`src/rtl/adder_serial_ctrl.sv`:
```
// ---------------------------------------------------------------------------
// adder_serial_ctrl
//
// Bit-serial add/subtract engine. A single 1-bit full adder, built from two
// half adders and an OR of their carries, is reused over DATA_WIDTH cycles,
// working from the least significant bit upwards. Operands come in and the
// result goes out over valid/ready handshakes.
//
// This file holds two modules:
//   adder_1bit_half    : combinational half adder (sum = a^b, cry = a&b)
//   adder_serial_ctrl  : the sequenced engine (top)
//
// adder_serial_ctrl ports:
//   i_clk     in   1           clock, rising edge
//   i_rst     in   1           synchronous active-high reset
//   i_valid   in   1           operand request valid
//   o_ready   out  1           engine can accept operands (IDLE)
//   i_num_a   in   DATA_WIDTH  operand a
//   i_num_b   in   DATA_WIDTH  operand b
//   i_cry     in   1           carry-in for add (ignored when subtracting)
//   i_sub     in   1           1 = a - b
//   o_valid   out  1           result valid (DONE)
//   i_ready   in   1           consumer accepts the result
//   o_res     out  DATA_WIDTH  sum / difference, modulo 2^DATA_WIDTH
//   o_cry     out  1           carry out of the MSB (subtract: 1 = no borrow)
//   o_ovf     out  1           signed overflow
// ---------------------------------------------------------------------------

module adder_1bit_half (
    input  logic a,
    input  logic b,
    output logic sum,
    output logic cry
);
    assign sum = a ^ b;
    assign cry = a & b;
endmodule

module adder_serial_ctrl #(
    parameter  int DATA_WIDTH = 32,
    localparam int CNT_WIDTH  = (DATA_WIDTH > 1) ? $clog2(DATA_WIDTH) : 1
) (
    input  logic                  i_clk,
    input  logic                  i_rst,
    input  logic                  i_valid,
    output logic                  o_ready,
    input  logic [DATA_WIDTH-1:0] i_num_a,
    input  logic [DATA_WIDTH-1:0] i_num_b,
    input  logic                  i_cry,
    input  logic                  i_sub,
    output logic                  o_valid,
    input  logic                  i_ready,
    output logic [DATA_WIDTH-1:0] o_res,
    output logic                  o_cry,
    output logic                  o_ovf
);

    typedef enum logic [1:0] {
        IDLE = 2'd0,
        CALC = 2'd1,
        DONE = 2'd2
    } state_t;

    localparam logic [CNT_WIDTH-1:0] LAST_BIT = CNT_WIDTH'(DATA_WIDTH - 1);

    state_t                  state;
    state_t                  state_next;
    logic [CNT_WIDTH-1:0]    cnt;
    logic [DATA_WIDTH-1:0]   a_reg;
    logic [DATA_WIDTH-1:0]   b_reg;
    logic [DATA_WIDTH-1:0]   res_reg;
    logic                    carry;
    logic                    cry_reg;
    logic                    ovf_reg;
    logic                    accept;
    logic                    last_bit;

    logic                    ha0_sum;
    logic                    ha0_cry;
    logic                    fa_sum;
    logic                    ha1_cry;
    logic                    fa_cout;

    // The shared full adder: first half adder combines the operand bits,
    // the second folds in the running carry.
    adder_1bit_half u_ha0 (
        .a   (a_reg[cnt]),
        .b   (b_reg[cnt]),
        .sum (ha0_sum),
        .cry (ha0_cry)
    );

    adder_1bit_half u_ha1 (
        .a   (ha0_sum),
        .b   (carry),
        .sum (fa_sum),
        .cry (ha1_cry)
    );

    assign fa_cout  = ha0_cry | ha1_cry;
    assign last_bit = (cnt == LAST_BIT);

    // State register
    always_ff @(posedge i_clk) begin
        if (i_rst) begin
            state <= IDLE;
        end else begin
            state <= state_next;
        end
    end

    // Next-state logic
    always_comb begin
        state_next = state;
        case (state)
            IDLE:    if (accept)   state_next = CALC;
            CALC:    if (last_bit) state_next = DONE;
            DONE:    if (i_ready)  state_next = IDLE;
            default:               state_next = IDLE;
        endcase
    end

    // Handshake outputs decoded straight from the state
    always_comb begin
        o_ready = 1'b0;
        o_valid = 1'b0;
        case (state)
            IDLE:    o_ready = 1'b1;
            DONE:    o_valid = 1'b1;
            default: ;
        endcase
        accept = i_valid && o_ready;
    end

    // Datapath. Subtraction is a + ~b + 1, so b is inverted and the carry
    // preset on accept; the serial loop itself never knows it is subtracting.
    // Overflow is the carry into the MSB (still in 'carry' on the last
    // cycle) XOR the carry out of it.
    always_ff @(posedge i_clk) begin
        if (i_rst) begin
            cnt     <= '0;
            a_reg   <= '0;
            b_reg   <= '0;
            res_reg <= '0;
            carry   <= 1'b0;
            cry_reg <= 1'b0;
            ovf_reg <= 1'b0;
        end else begin
            case (state)
                IDLE: begin
                    if (accept) begin
                        a_reg   <= i_num_a;
                        b_reg   <= i_sub ? ~i_num_b : i_num_b;
                        carry   <= i_sub ? 1'b1 : i_cry;
                        cnt     <= '0;
                        res_reg <= '0;
                        cry_reg <= 1'b0;
                        ovf_reg <= 1'b0;
                    end
                end
                CALC: begin
                    res_reg[cnt] <= fa_sum;
                    carry        <= fa_cout;
                    if (last_bit) begin
                        cry_reg <= fa_cout;
                        ovf_reg <= carry ^ fa_cout;
                    end else begin
                        cnt <= cnt + 1'b1;
                    end
                end
                default: ;
            endcase
        end
    end

    assign o_res = res_reg;
    assign o_cry = cry_reg;
    assign o_ovf = ovf_reg;

endmodule

```
`config.mk`:
```
export PLATFORM = sky130hd
export DESIGN_NAME = adder_serial_ctrl
export DESIGN_NICKNAME = d
export VERILOG_FILES = /design/src/rtl/adder_serial_ctrl.sv
export SDC_FILE = /design/constraint.sdc
export NUM_CORES = 1
export LEC_CHECK = 0
export BUFFER_PORTS_ARGS = -buffer_cell sky130_fd_sc_hd__buf_2
export CORE_ASPECT_RATIO = 1.5
export CORE_MARGIN = 8
export CORE_UTILIZATION = 59
export CTS_CLUSTER_DIAMETER = 150
export DETAILED_ROUTE_END_ITERATION = 6
export MAX_ROUTING_LAYER = met4
export PLACE_DENSITY = 0.85
export SETUP_SLACK_MARGIN = 0.5
export SLEW_MARGIN = 20
export SYNTH_ARGS = -nofsm -noshare
export SYNTH_HDL_FRONTEND = slang
export SYNTH_HIERARCHICAL = 1
export SYNTH_SLANG_ARGS = --single-unit
```
`constraint.sdc`:
```
create_clock -name i_clk -period 6 [get_ports i_clk]
set_input_delay 1.2 -clock i_clk [delete_from_list [all_inputs] [get_ports i_clk]]
set_output_delay 1.2 -clock i_clk [all_outputs]
set_load 0.05 [all_outputs]
```
# Yosys cells after proc, flatten, opt, wreduce, memory -nomap -nowiden
# Cells that the tools add are included.
word_totals:
  reg_bits: 106
  ramBits: 0
  wordCells: 61
  memories: 0
  mem_bits_ro: 0
  output_inout_bits: 36
  latch_bits: 0
  input_bits: 70
classes:
  addsub: 1
  div: 0
  mux: 27
  reduce_logical: 9
  eq_ne: 7
  bitwise: 7
  multipliers: 0
  n_lt_le_gt_ge: 2
  n_shift: 0
ops:
  columns: ["operator", "n"]
  rows:
  - ["$mux 32", 2]
  - ["$pmux 32 s2", 1]
  - ["$bwmux 32", 1]
  - ["$not 32->32", 1]
  - ["$bmux 1 s5", 2]
  - ["$mux 1", 10]
  - ["$mux 5", 2]
  - ["$pmux 5 s2", 1]
  - ["$reduce_and 3->1", 3]
  - ["$ne 2x2->1 const B", 4]
  - ["$lt 5x6->1 const B", 1]
  - ["$mux 2", 3]
  - ["$pmux 1 s2", 3]
  - ["$pmux 2 s3", 1]
  - ["$add 5x1->5 const B", 1]
  - ["$demux 1 s5", 1]
  - ["$eq 5x5->1 const B", 1]
  - ["$ge 5x1->1 const B", 1]
  - ["$reduce_and 2->1", 2]
  - ["$xor 1x1->1", 3]
  - ["$and 1x1->1", 2]
  - ["$eq 2x1->1 const B", 1]
  - ["$eq 2x2->1 const B", 1]
  - ["$logic_and 1x1->1", 2]
  - ["3 further kinds", 3]

# Longest topological paths before layout
logic_depth:
  depth_word: 8
  ltp_mapped: 13
  depth_no_buf: 10

# By module
# Netlist, hierarchy kept.
modules_own_cells:
  columns: ["module", "seq_area_each_um2", "cells_per_inst", "instances", "area_per_inst_um2"]
  rows:
  - ["adder_serial_ctrl", 2122.0, 579, 1, 5122.4]
  - ["adder_1bit_half", 0.0, 1, 2, 12.5]

# Least setup slack after synthesis
# Ideal clock, no wire load.
synth_path:
  kind: "reg2reg"
  startpoint: "register cnt[0]"
  endpoint: "register res_reg[25], in the netlist o_res[25]"
  synth_period_minus_slack_ns: 2.502
  setup_ns: 0.071
  t_required_ns: 5.929
  arrival_time_ns: 2.432
  n_path_buf: 1
  stages_incl_launch_ff: 10
  slack_ns: 3.498
  path_cell_list: "dfxtp_1 -> mux4_1 -> a22o_1 -> a31oi_1 -> o21ai_1 -> ha_1 -> ha_1 -> clkbuf_1 -> nand3_1 -> a21oi_1"
synth_via:
  elab_chain_cells: 6
  word_cells_on_any_way: 13
  classes_between: "2 x order compare; 8 x mux; 2 x bitwise; 1 x reduce/logical"
synth_lines:
  columns: ["element", "line", "text"]
  rows:
  - ["from (decl)", "68", "logic [CNT_WIDTH-1:0] cnt;"]
  - ["from (signal assigned)", "168", "cnt <= cnt + 1'b1;"]
  - ["$bmux 1 s5, on equally long branches", "87, 88", null]
  - ["$mux 1, on equally long branches", "87, 88", null]
  - ["$xor 1x1->1 (*)", "35", "assign sum = a ^ b;"]
  - ["net ha0_sum", "78", "logic ha0_sum;"]
  - ["$xor 1x1->1 (*)", "35", null]
  - ["net fa_sum", "80", "logic fa_sum;"]
  - ["$bwmux 32 (*)", "162", "res_reg[cnt] <= fa_sum;"]
  - ["$pmux 32 s2 (*)", "149", "case (state)"]
  - ["to (signal, indexed assignment)", "162", null]
  - ["to (decl)", "71", "logic [DATA_WIDTH-1:0] res_reg;"]
# Mark *: on every way through the listed nets, which the timed path passes. The rest lies on a longest branch. The select of a mux whose other input is x is not followed.
# A chain may end at the register's enable or synchronous reset.

# Final worst setup path
layout_path:
  startpoint: "register cnt[1]"
  endpoint: "register res_reg[25], in the netlist o_res[25]"
# The elaborated chain is that of the path after synthesis.

==> results.toml <==
[timing]
fin_setup_tns_ns = 0
rsz0062_at_grt = "no"
setup-violations-final = 0
finalCriticalPeriod_ns = 3.68
fin_crit_sh_pct = 61.3
max_freq_ghz = 0.272
holdWs_ns = 0.455
worstMarginPinSlew_ns = 0.967
slew_violations = 0
slew_headroom_pct = 35.5
finalClockSkew_ns = 0.00492
hold_violations = 0

[logic_synthesis]
synth_area_leaders = "dfxtp_1, a21oi_1, xnor2_1, nand2_1, mux2i_1"
syn-cell-area_mm2 = 0.00515
ys_seq_area_share_pct = 41.2
synth_edf_count = 0
ys_ff_latch = 106
ys_warn_count = 6
synth.avg_cell_area_um2 = 8.86
async_flop_share_pct = 0
syn_nets = 658
yosys.area.top_type_share_pct = 41.2
synth_cells = 581
ys_types = 46
synthFlopType = "dfxtp_1"
synth_area_leader_cell = "dfxtp_1"

[power_and_ir_drop]
ir_drop_mv = 0.200
powerDensity_mw_per_mm2 = 267
power_leakage_nw = 2.16
power_mw = 1.56

[critical_path]
rrSetupSlack_ns = 2.32
cp-start-kind = "flip-flop"
cp_max_fo = 33
r2r-start = "cnt[1]$_SDFFE_PP0P_"
cp_slowest_cell = "dfxtp_2"
r2r_end = "o_res[25]$_SDFFE_PP0P_"
reg2reg_depth = 8
worstPathArrival_ns = 3.95
crit_path_frequent_cell = "ha_1"
cp_num_buf_inv = 0
path_cells = "mux4_2 > o2bb2ai_1 > o211ai_1 > nand4_1 > ha_1 > ha_1 > nand3_1 > a21oi_1"
crit_required_ns = 6.27
crit_path_end_kind = "flip-flop"
worst_path_dominant_cell_family = "adder cells"
path_class = "reg2reg"
cp_num_cells = 8
max_stage_delay_ns = 0.95

[min_path]
hold_class = "reg2reg"
hold_depth = 2
min_to = "a_reg[5]$_SDFFE_PP0P_"
hp-start = "a_reg[5]$_SDFFE_PP0P_"

[grt]
grt_pass1_wl_um = 20200
grt_usage_pct = 21.1
grt_overflow = 0
grt_util_met1_pct = 23.9
grtUsageMet2_pct = 34.8
busiest_layer = "met2"
grt_antenna_before_repair = 0
use_met3_pct = 4.17
first_global_vias = 4320
grt_max_degree = 107

[detailed_routing]
ant_nets = 0
route.detailed.drc = 0
drtIter0Drc = 426
viasPerCell = 5.97
num_vias = 4513
wl_um = 12700
first_pass_iters = 5
wl_per_cell_um = 16.8

[floorplanning]
dieArea_mm2 = 0.0120
fp.dieW_um = 92.3
rows = 41
die_y_um = 130
core_mm2 = 0.00846
start_util_pct = 60.8
io_pins = 106

[final_layout]
mostFrequentLayoutCells = "dfxtp_1, buf_2, nand2_1"
area_growth_pct = 13.3
final_common_cell = "dfxtp_1"
seq_area_mm2 = 0.00212
multi_input_area_mm2 = 0.00269
antenna_cells = 0
fill_cells = 681
nNetsFinal = 723
drive_gt1_share_pct = 22.5

[job]
maxCapViolations = 0

[clocking]
cts_buffers = 9
ctsHoldBuffers = 0
cts_resized = 0
insertion_delay_ns = 0.34
clock-root-buffer = "clkbuf_16"
cts_setup_buffers = 0
clock-sinks = 106
cts_tree = "yes"
cts.htree.levels = 3
clockBufferDepth = 2
path_clk_slew_ns = 0.07

[placement]
gp_congestion = 0.897
numPortBuffers = 105
dpl.hpwl_um = 8780

[run_status]
status = "complete, no violations"
[worst register-to-register path, delay by kind of cell, from the launching register on]
kind	cells	cell delay, ns
AO/OA/AOI/OAI	3	0.49
AND/OR/NAND/NOR	2	0.29
adder cells (fa/ha/maj)	2	1.24
flip-flops	1	0.95
multiplexers	1	0.63
[cell families after synthesis]
logic type | Yosys count | share of synthesized area (%)
and+or+nand+nor | 190 | 17.1
muxes | 28 | 6.56
buffers and inverters | 59 | 6.61
AOI/OAI and AO/OA | 155 | 20.7
adders and majority gates | 7 | 1.70
DFF | 106 | 41.2
xor gates and xnor gates | 36 | 6.13
[per-layer routing]
| layer | vias to the layer above | share of wire, % |
|---|---|---|
| met4 | 0 | 2.6 |
| met5 | - | 0 |
| met1 | 2079 | 40 |
| met2 | 212 | 50 |
| li1 | 2194 | - |
| met3 | 28 | 7.3 |
[worst max-delay path by stage]
stage | start | to
after detailed placement | cnt[1]$_SDFFE_PP0P_ | o_res[26]$_SDFFE_PP0P_
after global routing | cnt[1]$_SDFFE_PP0P_ | o_res[20]$_SDFFE_PP0P_
after global placement | cnt[1]$_SDFFE_PP0P_ | o_res[8]$_SDFFE_PP0P_
final | cnt[1]$_SDFFE_PP0P_ | o_res[25]$_SDFFE_PP0P_
after CTS | cnt[1]$_SDFFE_PP0P_ | o_res[5]$_SDFFE_PP0P_
after floorplan | cnt[0]$_SDFFE_PP0P_ | o_res[25]$_SDFFE_PP0P_
[cell usage after synthesis, types with 4 or more instances]
library cell / n
buf_2: 20
o211ai_1: 32
inv_1: 5
o221ai_1: 5
nand3b_1: 5
ha_1: 7
buf_6: 9
clkbuf_1: 16
mux2i_1: 24
buf_4: 6
o22ai_1: 4
xnor2_1: 36
dfxtp_1: 106
nor2_1: 48
nand2_1: 71
nand3_1: 33
and2_1: 4
a21oi_1: 68
a211oi_2: 13
nor3_1: 8
a211oi_1: 19
[through the flow]
| step | setup WS, ns | utilization (%) | cells | instance area, um2 |
|---|---|---|---|---|
| 3_5_place_dp | 2.42 | 65.1 | 741 | 5510 |
| 3_3_place_gp | 2.55 | 65.1 | 741 | 5510 |
| 6_report | 2.32 | 68.9 | 756 | 5830 |
| 2_1_floorplan | 3.50 | - | 581 | 5150 |
| 4_1_cts | 2.39 | 68.6 | 755 | 5800 |
| 5_1_grt | 2.15 | 68.9 | 756 | 5830 |
[area by class of cell]
type                    count  area share [%]
clock buffers              11            4.33
well taps                 107            2.30
clock inverters             3           0.687
inverters                   5           0.322
multi-input cells         416            46.2
flip-flops and latches    106            36.4
repair buffers            108            9.79
[report_power, final]
group / internal (mW) / switching [mW] / total, mW
logic: 0.0841 / 0.128 / 0.212
clock network: 0.340 / 0.246 / 0.586
registers: 0.737 / 0.0246 / 0.761
No activity file was read; power rests on OpenSTA's default activity.
